### src/rtl/bk_mem_arbiter.sv
// Shared SRAM arbiter: alternates video word fetches and CPU accesses,
// with a level-handshaked CPU port held ready until strobes release.
module bk_mem_arbiter #(
  parameter int SRAM_WAIT = 2
) (
  input  logic        m_clock,
  input  logic        reset_n,
  input  logic        cpu_rd,
  input  logic        cpu_wt,
  input  logic        cpu_byte,
  input  logic [15:0] cpu_adr,
  input  logic [15:0] cpu_dout,
  output logic [15:0] cpu_din,
  output logic        cpu_rdy,
  input  logic        vid_req,
  input  logic [14:0] vid_adr,
  output logic [15:0] vid_data,
  output logic        vid_ack,
  output logic [14:0] sram_a,
  output logic [15:0] sram_d_o,
  output logic        sram_d_oe,
  input  logic [15:0] sram_d_i,
  output logic        sram_ce_n,
  output logic        sram_oe_n,
  output logic        sram_we_n,
  output logic        sram_ub_n,
  output logic        sram_lb_n
);

  typedef enum logic [2:0] {
    IDLE,
    VACC,
    CACC,
    VDONE,
    CDONE,
    CWAITREL
  } state_t;

  localparam logic [2:0] CNT_LAST = 3'(SRAM_WAIT - 1);

  state_t     state;
  state_t     state_nx;
  logic       run;
  logic [2:0] cnt;
  logic       last_vid;
  logic       acc_wr;
  logic       acc_ub_n;
  logic       acc_lb_n;
  logic       cpu_rel;
  logic       cpu_pend;
  logic       acc_end;
  logic       in_acc;
  logic       grant_v;
  logic       grant_c;

  assign cpu_rel  = ~cpu_rd & ~cpu_wt;
  assign cpu_pend = ~cpu_rel & ~cpu_rdy & ~cpu_adr[15];
  assign acc_end  = (cnt == CNT_LAST);
  assign in_acc   = (state == VACC) || (state == CACC);

  always_ff @(posedge m_clock or negedge reset_n) begin
    if (!reset_n) begin
      state <= IDLE;
    end else begin
      state <= state_nx;
    end
  end

  always_comb begin
    state_nx = state;
    grant_v  = 1'b0;
    grant_c  = 1'b0;
    unique case (state)
      IDLE: begin
        // run gates out the release edge so no access starts on it
        if (run) begin
          if (vid_req && !(cpu_pend && last_vid)) begin
            grant_v  = 1'b1;
            state_nx = VACC;
          end else if (cpu_pend) begin
            grant_c  = 1'b1;
            state_nx = CACC;
          end
        end
      end
      VACC: begin
        if (acc_end) state_nx = VDONE;
      end
      CACC: begin
        if (acc_end) state_nx = CDONE;
      end
      VDONE: begin
        state_nx = cpu_rdy ? CWAITREL : IDLE;
      end
      CDONE: begin
        state_nx = CWAITREL;
      end
      CWAITREL: begin
        if (cpu_rel) begin
          state_nx = IDLE;
        end else if (vid_req) begin
          grant_v  = 1'b1;
          state_nx = VACC;
        end
      end
      default: begin
        state_nx = IDLE;
      end
    endcase
  end

  always_ff @(posedge m_clock or negedge reset_n) begin
    if (!reset_n) begin
      run      <= 1'b0;
      cnt      <= 3'd0;
      last_vid <= 1'b0;
      acc_wr   <= 1'b0;
      acc_ub_n <= 1'b1;
      acc_lb_n <= 1'b1;
      sram_a   <= 15'd0;
      sram_d_o <= 16'd0;
      cpu_din  <= 16'd0;
      vid_data <= 16'd0;
      cpu_rdy  <= 1'b0;
    end else begin
      run <= 1'b1;
      if (grant_v || grant_c) begin
        cnt <= 3'd0;
      end else if (in_acc && !acc_end) begin
        cnt <= cnt + 3'd1;
      end
      if (grant_v) begin
        sram_a   <= vid_adr;
        acc_wr   <= 1'b0;
        acc_ub_n <= 1'b0;
        acc_lb_n <= 1'b0;
        last_vid <= 1'b1;
      end
      if (grant_c) begin
        sram_a   <= cpu_adr[15:1];
        acc_wr   <= cpu_wt;
        last_vid <= 1'b0;
        if (cpu_wt) begin
          sram_d_o <= cpu_dout;
          acc_ub_n <= cpu_byte & ~cpu_adr[0];
          acc_lb_n <= cpu_byte & cpu_adr[0];
        end else begin
          acc_ub_n <= 1'b0;
          acc_lb_n <= 1'b0;
        end
      end
      if (state == VACC && acc_end) begin
        vid_data <= sram_d_i;
      end
      if (state == CACC && acc_end) begin
        if (!acc_wr) cpu_din <= sram_d_i;
        cpu_rdy <= 1'b1;
      end
      if (state == CWAITREL && cpu_rel) begin
        cpu_rdy <= 1'b0;
      end
    end
  end

  // strobes decode straight from state so reset drops them at once
  assign sram_ce_n = ~in_acc;
  assign sram_oe_n = ~(in_acc & ~acc_wr);
  assign sram_we_n = ~(in_acc & acc_wr);
  assign sram_ub_n = in_acc ? acc_ub_n : 1'b1;
  assign sram_lb_n = in_acc ? acc_lb_n : 1'b1;
  assign sram_d_oe = acc_wr & (in_acc | (state == CDONE));
  assign vid_ack   = (state == VDONE);

endmodule
### config.mk
export PLATFORM = sky130hd
export DESIGN_NAME = bk_mem_arbiter
export DESIGN_NICKNAME = d
export VERILOG_FILES = /design/src/rtl/bk_mem_arbiter.sv
export SDC_FILE = /design/constraint.sdc
export NUM_CORES = 1
export LEC_CHECK = 0
export CORE_MARGIN = 2
export CORE_UTILIZATION = 42
export DETAILED_ROUTE_END_ITERATION = 10
export GPL_TIMING_DRIVEN = 0
export PLACE_DENSITY_LB_ADDON = 0.1
export SETUP_SLACK_MARGIN = 0.4
export SLEW_MARGIN = 20
export SYNTH_ARGS = -nofsm -noshare
export SYNTH_HDL_FRONTEND = slang
export SYNTH_SLANG_ARGS = --single-unit
### constraint.sdc
create_clock -name m_clock -period 2.5 [get_ports m_clock]
set_input_delay 0.5 -clock m_clock [delete_from_list [all_inputs] [get_ports m_clock]]
set_output_delay 0.5 -clock m_clock [all_outputs]
set_load 0.05 [all_outputs]
==> results by group <==
Placed design
  • Detail Placement HPWL: 5340 µm
  • Placed insts: 495
  • GP Congestion: 0.774
  • Port-buffer cells: 139
  • Post-DP Area: 0.00472 mm²

STA
  • Hold violation total from the final report: 0
  • Setup TNS Final: 0 ns
  • Final setup skew: 0.0127 ns
  • Hold WS: 0.0996 ns
  • Relative slew margins: 0.644
  • Fin. max-slew vios: 0
  • RSZ-0062 raised after global routing: yes
  • Final min period: 2.09 ns
  • Worst-Margin Slew: 0.532 ns
  • Fin crit share: 0.837
  • Final Setup Violations: 0
  • Max Clock Freq: 478 MHz

Global route
  • Gr ovfl total: 0
  • First-pass GRT wire length: 12200 µm
  • Grt peak-use layer: met2
  • GR Util met1: 0.246
  • Tot GR Track Use: 0.186
  • GR Layer Usage met2: 0.288
  • Vias in the first global route: 2466
  • Largest net degree at the start of global routing: 43
  • Initial antenna violation count: 0
  • Grt met3 use: 0.0556

Power and ir drop
  • Clock power frac: 0.154
  • Sw power: 0.00322 W
  • Leakage Power: 2.25 nW
  • Cell Int Power: 0.00380 W
  • Reg power frac: 0.274
  • Switching Fraction: 0.458
  • Peak VDD IR: 681 µV
  • PD cells: 1380 mW/mm²
  • Comb pwr share: 0.572

Synthesis
  • Cells after Synth: 256
  • Synth top area share: 0.575
  • Mapped cell area: 0.00318 mm²
  • Post-synthesis sequential area ratio: 0.591
  • Syn Nets: 327
  • Synth cell types: 41
  • Async SR Flop Fraction: 1.00
  • Mean Syn Cell Area: 12.4 µm²
  • Yosys top cell by area: dfrtp_1
  • Area contributors post-synth: dfrtp_1, mux2_2, nor2_1, o22ai_1, mux2_4
  • Synth warn: 0
  • Yosys reg bits: 75
  • Post-synth EDFFs: 0
  • Main synth FF type: dfrtp_1

Floorplan
  • CORE AREA: 0.00729 mm²
  • I/O Pins: 140
  • Row cnt: 31
  • Die X: 91.0 µm
  • Die area: 0.00828 mm²
  • Initial Utilization: 0.436
  • Die Ht: 91.0 µm

Detailed routing
  • Vias: 2504
  • Routed WL per cell: 14.4 µm
  • Post-route ant nets: 0
  • DRT iter0 DRCs: 76
  • Router iterations before antenna repair: 4
  • # DRC: 0
  • Post-Route WL: 7480 µm
  • Post-DR vias/cell: 4.82

Clock tree
  • Clk buf depth: 2
  • Depth of the CTS H-tree: 3
  • CTS root buf: clkbuf_8
  • CTS clk-pin slew, worst paths: 0.08 ns
  • Hold-fix buffers, CTS: 0
  • Clk sink count: 75
  • CTS buffer count: 9
  • Clk_lat worst skew: 0.35 ns
  • CTS tree: done

Worst setup path
  • Worst setup EP type: primary output
  • Crit path max fanout: 9
  • Crit path launch type: register
  • Crit path kind: reg -> out
  • WP data required: 2.00 ns
  • WP data arrival: 1.59 ns

Run status
  • Outcome: complete, no violations

Finish
  • Final-stage net count: 487
  • Seq. cell area: 0.00188 mm²
  • FILL cells: 612
  • Area growth syn-to-layout: 60.4%
  • Number of diodes: 0
  • Final instance area: 0.00510 mm²
  • Final core occ: 0.700
  • Layout cells sized above 1: 0.271
  • Multi-input gate area: 0.00124 mm²
  • Non-Filler Instances: 520

Job
  • Max Cap Violations: 0

Worst hold path
  • Worst hold path type: in -> async
==> layer usage <==
| layer | share of wire | wire length [µm] |
|---|---|---|
| met1 | 0.44 | 3280 |
| met2 | 0.48 | 3560 |
| met3 | 0.074 | 552 |
| met4 | 0.012 | 86 |
| met5 | 0 | 0 |
==> synth_stat cells, drive strengths merged (3+ instances only) <==
library cell / count
dfrtp: 73
mux2: 49
nor2: 33
o22ai: 17
inv: 13
buf: 11
nand2: 7
o21ai: 7
a21oi: 4
nand2b: 4
nand3: 4
nor3: 4
a31oi: 3
and3: 3
nor2b: 3
==> registers in the layout (all words and copies together), names as in the netlist <==
register and count:
state 3, acc_wr 1, cnt 3, cpu_din 16, acc_lb_n 1, sram_a 15, acc_ub_n 1, run 1
sram_d_o 16, last_vid 1, cpu_rdy 1, vid_data 16
==> what timing repair did <==
action	in CTS	in global routing
pin swaps	1	5
endpoints found under the hold margin	0	0
endpoints found under the setup margin	39	24
resized for setup	54	22
gates cloned	0	1
setup buffers	3	5
==> area by class of cell <==
| class | instances | share of cell area |
|---|---|---|
| Tap cell | 99 | 0.0243 |
| Clock inverter | 6 | 0.0189 |
| Sequential cell | 75 | 0.368 |
| Buffer | 13 | 0.0211 |
| Clock buffer | 10 | 0.0270 |
| Inverter | 13 | 0.00957 |
| Timing Repair Buffer | 149 | 0.288 |
| Multi-Input combinational cell | 155 | 0.243 |
==> power groups by stage <==
stage          clock network [W]  registers [W]  logic [W]
4_1_cts                  0.00111        0.00193    0.00389
3_3_place_gp                   0        0.00193    0.00381
3_5_place_dp                   0        0.00195    0.00385
6_report                 0.00108        0.00192    0.00402
2_1_floorplan                  0        0.00335    0.00113
5_1_grt                  0.00116        0.00199    0.00422
==> critical path, cell delays in order (launching register included) <==
cell	delay (ns)
dfrtp_1	0.40
buf_6	0.14
nand2b_4	0.15
a21oi_4	0.20
buf_4	0.14
nand2_1	0.06
buf_6	0.15
==> stage by stage <==
| stage | worst slack (ns) | power [W] |
|---|---|---|
| floorplan | 0.466 | 0.00449 |
| global placement | -1.72 | 0.00574 |
| detailed placement | -0.169 | 0.00580 |
| CTS | 0.368 | 0.00693 |
| global route | 0.327 | 0.00737 |
| finish | 0.409 | 0.00702 |
==> path summary, 6_finish.rpt <==
check	slack, ns	cells past startpoint	to	startpoint
hold / removal	0.1	1	sram_d_o[13]$_DFFE_PN0P_	reset_n
setup / recovery	0.41	6	sram_oe_n	state[0]$_DFFE_PN0P_
min in group m_clock	0.50	2	acc_ub_n$_DFFE_PN1P_	acc_ub_n$_DFFE_PN1P_
setup reg to reg	0.45	8	sram_d_o[11]$_DFFE_PN0P_	state[1]$_DFFE_PN0P_
max in group asynchronous	1.76	2	acc_ub_n$_DFFE_PN1P_	reset_n
hold reg to reg	0.50	2	acc_ub_n$_DFFE_PN1P_	acc_ub_n$_DFFE_PN1P_
==> placed cells by master, fill, tap and decap left out, drive strengths merged, types with 7 or more instances in the layout <==
| cell | count |
|---|---|
| nand2 | 7 |
| o22ai | 17 |
| mux2 | 49 |
| dfrtp | 73 |
| buf | 28 |
| o21ai | 7 |
| inv | 15 |
| clkdlybuf4s50 | 128 |
| clkbuf | 13 |
| nor2 | 33 |
==> kinds of logic after synthesis <==
logic type / synth area share
AND/OR/NAND/NOR: 0.0929
adder cells (fa/ha/maj): 0.00787
AO/OA/AOI/OAI: 0.0775
buffers and inverters: 0.0390
other: 0.00118
XOR/XNOR: 0.00551
multiplexers: 0.185
flip-flops: 0.591
Note: power is estimated with default switching activity, not from simulation.
